--- config.mk ---
export PLATFORM = sky130hd
export DESIGN_NAME = data_mem_sync
export DESIGN_NICKNAME = d
export VERILOG_FILES = /design/src/rtl/data_mem_sync.sv
export SDC_FILE = /design/constraint.sdc
export NUM_CORES = 2
export LEC_CHECK = 0
export CAP_MARGIN = 0
export CORE_ASPECT_RATIO = 1.5
export CORE_MARGIN = 2
export CORE_UTILIZATION = 60
export CTS_CLUSTER_DIAMETER = 80
export DETAILED_ROUTE_END_ITERATION = 10
export DONT_BUFFER_PORTS = 1
export PLACE_DENSITY_LB_ADDON = 0.3
export SYNTH_ARGS = -nofsm -noshare
export SYNTH_HDL_FRONTEND = slang
export SYNTH_SLANG_ARGS = --single-unit
--- constraint.sdc ---
create_clock -name CLK -period 7.1 [get_ports CLK]
set_input_delay 1.42 -clock CLK [delete_from_list [all_inputs] [get_ports CLK]]
set_output_delay 1.42 -clock CLK [all_outputs]
set_load 0.005 [all_outputs]
--- src/rtl/data_mem_sync.sv ---
// Single-port data memory with registered read, valid/ready request handshake
// and a zeroing sweep that runs after every reset before requests are accepted.
module data_mem_sync #(
  parameter int unsigned DATA_W = 8,
  parameter int unsigned ADDR_W = 8,
  parameter int unsigned DEPTH  = 2 ** ADDR_W
) (
  input  logic              CLK,
  input  logic              RESET,
  input  logic              req_valid,
  output logic              req_ready,
  input  logic              req_write,
  input  logic [ADDR_W-1:0] addr_in,
  input  logic [DATA_W-1:0] data_in,
  output logic              rsp_valid,
  output logic [DATA_W-1:0] data_out,
  output logic              err_out,
  output logic              init_done
);

  localparam int unsigned PTR_W = ADDR_W + 1;
  localparam int unsigned IDX_W = (DEPTH > 1) ? $clog2(DEPTH) : 1;

  typedef enum logic {
    CLEAR,
    READY
  } state_e;

  state_e              state_q, state_d;
  logic [PTR_W-1:0]    clr_ptr_q, clr_ptr_d;
  logic                ready_q, ready_d;
  logic                rsp_valid_q, rsp_valid_d;
  logic                err_q, err_d;
  logic [DATA_W-1:0]   data_out_q, data_out_d;

  logic [DATA_W-1:0]   mem [DEPTH];
  logic                mem_we;
  logic [IDX_W-1:0]    mem_waddr;
  logic [DATA_W-1:0]   mem_wdata;

  logic                accept;
  logic                in_range;

  // ready_q only ever rises in READY, so it doubles as the acceptance qualifier
  assign accept   = req_valid & ready_q;
  assign in_range = {1'b0, addr_in} < PTR_W'(DEPTH);

  // State, pointer and output registers
  always_ff @(posedge CLK) begin
    if (RESET) begin
      state_q     <= CLEAR;
      clr_ptr_q   <= '0;
      ready_q     <= 1'b0;
      rsp_valid_q <= 1'b0;
      err_q       <= 1'b0;
      data_out_q  <= '0;
    end else begin
      state_q     <= state_d;
      clr_ptr_q   <= clr_ptr_d;
      ready_q     <= ready_d;
      rsp_valid_q <= rsp_valid_d;
      err_q       <= err_d;
      data_out_q  <= data_out_d;
    end
  end

  // Next-state, memory write port and response generation
  always_comb begin
    state_d     = state_q;
    clr_ptr_d   = clr_ptr_q;
    rsp_valid_d = 1'b0;
    err_d       = 1'b0;
    data_out_d  = data_out_q;
    mem_we      = 1'b0;
    mem_waddr   = '0;
    mem_wdata   = '0;

    case (state_q)
      CLEAR: begin
        mem_we    = 1'b1;
        mem_waddr = clr_ptr_q[IDX_W-1:0];
        clr_ptr_d = clr_ptr_q + PTR_W'(1);
        if (clr_ptr_q == PTR_W'(DEPTH - 1)) begin
          state_d = READY;
        end
      end
      READY: begin
        if (accept) begin
          if (in_range) begin
            if (req_write) begin
              mem_we    = 1'b1;
              mem_waddr = addr_in[IDX_W-1:0];
              mem_wdata = data_in;
            end else begin
              rsp_valid_d = 1'b1;
              data_out_d  = mem[addr_in[IDX_W-1:0]];
            end
          end else begin
            // Out-of-range writes are dropped; reads answer zero
            err_d = 1'b1;
            if (!req_write) begin
              rsp_valid_d = 1'b1;
              data_out_d  = '0;
            end
          end
        end
      end
      default: begin
        state_d = CLEAR;
      end
    endcase

    ready_d = (state_d == READY);
  end

  // Storage array; reset blocks any write on the same edge
  always_ff @(posedge CLK) begin
    if (!RESET && mem_we) begin
      mem[mem_waddr] <= mem_wdata;
    end
  end

  assign req_ready = ready_q;
  assign init_done = ready_q;
  assign rsp_valid = rsp_valid_q;
  assign data_out  = data_out_q;
  assign err_out   = err_q;

endmodule

# After elaboration in Yosys (flattened, before gate mapping)
# Memories as Yosys holds them, arrays and structs flattened. A register that Yosys moved wholly into a read port is not among the register bits.
# Cells that the tools add are included.
[word_totals]
register_bits = 11
mem_bits_rw = 2048
input_bits = 20
memories = 1
[classes]
add_sub_neg = 1
eq_ne = 1
n_mux = 14
bitwise = 4
reduce_logical = 4
[memory_table]
columns = ["name", "words", "word_bits", "rd", "rd_clocked_by_memory_dff", "wr", "line", "rtl"]
rows = [
  ["mem", 256, 8, 1, 1, 1, "36", "logic [DATA_W-1:0] mem [DEPTH];"],
]
[op_table]
columns = ["op", "count"]
rows = [
  ["two-way mux 8 bit", 5],
  ["one-hot mux 8 bit (2 select lines)", 1],
  ["adder 9 x 1 -> 9 bit (second input constant)", 1],
  ["equality test 9 x 8 -> 1 bit (second input constant)", 1],
  ["two-way mux 1 bit", 7],
  ["inverter 1 bit", 3],
  ["AND reduction 3 bit", 1],
  ["OR reduction 3 bit", 1],
  ["one-hot mux 1 bit (2 select lines)", 1],
  ["AND 1 bit", 1],
  ["logical AND 1 bit", 1],
  ["logical NOT 1 bit", 1],
]

# Longest topological paths before layout
[depth]
word_depth = 6
depth_mapped = 14
depth_no_buf = 7

# Worst setup path before layout
# No wires, ideal clock.
[synth_timing]
path_kind = "input-to-reg"
start = "input port req_valid"
end = "memory mem[0][0] (data pin)"
setup_time_ps = 869
arrival_time_ps = 5255
t_required_ps = 6231
slack_ps = 976
path_stages = 4
n_path_buf = 2
cell_sequence = "and3_1 -> buf_2 -> clkbuf_1 -> and2_1"
[synth_via]
elab_chain_len = 3
[synth_rtl]
columns = ["item", "line", "rtl"]
rows = [
  ["start, declared", "10", "input logic req_valid,"],
  ["AND 1 bit", "45", "assign accept = req_valid & ready_q;"],
  ["two-way mux 8 bit", "88", "if (accept) begin"],
  ["two-way mux 8 bit", "78", "case (state_q)"],
  ["net mem_wdata[0]", "39", "logic [DATA_W-1:0] mem_wdata;"],
  ["end, declared", "36", ""],
]
# The timed path passes the listed nets, and every way through them passes these cells.

# Worst setup path in the final report
[layout_timing]
start = "input port addr_in[0]"
end = "memory mem[213][5], enable pin"
[layout_via]
elab_chain_len = 3
[layout_rtl]
columns = ["item", "line", "rtl"]
rows = [
  ["start, declared", "13", "input logic [ADDR_W-1:0] addr_in,"],
  ["two-way mux 8 bit", "90", "if (req_write) begin"],
  ["two-way mux 8 bit", "88", ""],
  ["one-hot mux 8 bit (2 select lines)", "78", ""],
]
# Every way passes these cells.

==> reports/results.ini <==
[routing]
wl_per_cell_um = 35.7
firstDrtPassIters = 7
routed_via_density = 6.97
dr_total_vias = 40893
wl_um = 209000
drc = 0
postRouteAntennaNets = 0
drt-initial-drc-count = 5645

[timing]
min_period_over_period = 0.722
fin_worst_skew_ns = 0.0373
setup_viol = 0
timing.setup.tns_ns = 0
max_freq_mhz = 195
whs_ns = 0.490
slew_headroom = -0.344
fin_crit_ns = 5.12
worstMarginPinSlew_ns = 2.02
final_hold_viol_count = 0
fin_ws_ns = 1.98
rsz0062_at_grt = no
drv_slew = 177

[floorplanning]
io_pins = 32
die_h_um = 457
num_rows = 166
die_area_um2 = 140000
core_um2 = 136000
start_util = 0.602
dieWidth_um = 306

[cts]
cts.sinks = 2067
ctsHoldBuffers = 0
cts_buffer_depth = 3
root_buffer = clkbuf_16
ctsHtreeMaxLevel = 4
cts.repair.resized = 0
cts_setup_buffers = 0
tritoncts = yes
cts_buffers = 178
clk_latency_ns = 0.84
clkTransAtPathRegs_ns = 0.06

[global_route]
track_usage = 0.303
grt_pass1_wl_um = 297000
grt_max_degree = 604
overflow = 0
antenna_found_initial = 4
grt_pass1_vias = 40670

[power_and_ir_drop]
p_clk_frac = 0.405
intPower_mw = 18.6
seqPwrFrac = 0.568
power.total_mw = 23.3
pwr-share-comb = 0.027
ir_drop_mv = 0.221
power.density_nw_per_um2 = 263
swShare = 0.200
p_leak_nw = 32.1
p_sw_mw = 4.67

[synth]
synthArstFlopShare = 0
syn-cell-area_um2 = 82000
syn_inst = 3957
yosysWarningCount = 0
synth.distinct_cells = 84
synth_edf_count = 2048
synth-seq-cells = 2067
synth_area_per_cell_um2 = 20.7
synth_flop_cell = edfxtp_1
yosysSeqAreaShare = 0.755
synth_nets = 3979

[placed_design]
post-place-cells = 5543
hpwlAfterDp_um = 127000
dp_slack_ns = 1.94
gp_congestion = 0.910
portBuffers = 0
place_area_um2 = 82700

[critical_path]
crit_path_end_kind = register
worst_ep_required_time_ns = 7.55
startpoint_type = primary input
critical_path_class = primary input to register
crit_fanout = 127
arrival_ns = 5.58

[run_status]
status = finished, violations left
violations = max-slew violations

[layout]
area_delta_synth_final_pct = 7.86
stdcell_count = 5871
final_util = 0.650
finalNetCount = 3985
drive_above_1_share = 0.149
finalInstanceArea_um2 = 88400

[job]
cap_violations = 0

[worst_hold_path]
hp-class = register to register

[area by class of cell]
type	count	area [µm²]
sequential	2067	61900
fill	8578	47700
multi-input combinational	1654	18100
clock buffer	224	4780
tap	1764	2210
clock inverter	97	751
timing repair buffer	55	606
inverter	7	31.3
antenna	3	7.51
[power groups by stage]
stage | Sequential [mW] | Clock, mW | Combinational, mW
6_report | 13.2 | 9.43 | 0.632
4_1_cts | 13.2 | 9.47 | 0.521
3_5_place_dp | 13.5 | 0 | 0.519
2_1_floorplan | 13.5 | 0 | 0.536
3_3_place_gp | 13.5 | 0 | 0.519
5_1_grt | 13.2 | 9.88 | 0.636
[sequential cells by signal, indices dropped and copies added, names as in the netlist]
register	flops
mem	2048
clr_ptr_q	9
data_out	8
init_done	1
rsp_valid	1
[critical path, stage by stage]
cell	delay, ns
buf_16	0.56
buf_16	0.62
inv_2	0.26
o32ai_4	0.56
nand3_2	0.88
nor2_1	1.02
[placed cells by master (no fill, tap or decap), drive strengths merged, types with 12 or more instances in the layout]
cell type / netlist / layout
o21ai: 38 / 38
a2111oi: 14 / 14
edfxtp: 2048 / 2048
clkbuf: 84 / 224
mux2i: 240 / 240
dfxtp: 19 / 19
a21oi: 41 / 41
inv: 7 / 13
and2: 20 / 20
o22ai: 90 / 90
nor3: 40 / 40
a211oi: 34 / 34
nand2: 109 / 109
buf: 143 / 55
nand3: 56 / 56
mux4: 426 / 426
o221ai: 37 / 37
nand2b: 12 / 12
a22oi: 23 / 23
clkinv: 0 / 76
nor2: 311 / 311
[cells in the mapped netlist, drive strengths merged (7+ instances only)]
cell type / instances / share of area
a22o: 9 / 0.00096
edfxtp: 2048 / 0.75
a31oi: 11 / 0.00084
a21oi: 41 / 0.0025
nor2b: 10 / 0.00076
mux2i: 240 / 0.029
nor3: 40 / 0.0024
inv: 7 / 0.00032
nand2b: 12 / 0.00092
buf: 143 / 0.018
o221ai: 37 / 0.0041
o22ai: 90 / 0.0069
o211ai: 9 / 0.0010
clkbuf: 84 / 0.0056
o21ai: 38 / 0.0023
a32oi: 8 / 0.00086
and2: 20 / 0.0015
nand4: 9 / 0.00069
mux4: 426 / 0.12
a32o: 7 / 0.00086
nand2: 109 / 0.0050
a22oi: 23 / 0.0021
nand3: 56 / 0.0037
a211oi: 34 / 0.0031
dfxtp: 19 / 0.0046
a2111oi: 14 / 0.0020
nor2: 311 / 0.014
[metal layers]
layer | up-vias | wire length [µm] | global-route usage
met3 | 570 | 19300 | 0.0642
met4 | 0 | 15300 | 0.192
li1 | 16572 | - | -
met5 | - | 0 | 0
met1 | 21203 | 71900 | 0.379
met2 | 2548 | 103000 | 0.487
[path summary, 6_finish.rpt]
path | endpoint | slack [ns] | from | cells past startpoint
hold reg to reg | clr_ptr_q[8]$_SDFFE_PP0N_ | 0.49 | clr_ptr_q[8]$_SDFFE_PP0N_ | 2
hold / removal | clr_ptr_q[8]$_SDFFE_PP0N_ | 0.49 | clr_ptr_q[8]$_SDFFE_PP0N_ | 2
setup / recovery | mem[213][5]$_DFFE_PP_ | 1.98 | addr_in[0] | 6
setup reg to reg | mem[114][7]$_DFFE_PP_ | 2.46 | init_done$_SDFF_PP0_ | 5
[cells by family (layout without fill, tap and decap cells)]
logic type      after synthesis  count (layout)  share of synthesized area
flops                      2067            2067                      0.755
xor+xnor                      7               7                   0.000748
simple gates                605             605                     0.0327
buf+inv                     236             383                     0.0242
other cells                   1               4                  0.0000458
mux                         672             672                      0.154
fa+ha+maj                     2               2                   0.000305
compound gates              367             367                     0.0327
Note: power is estimated with default switching activity, not from simulation.
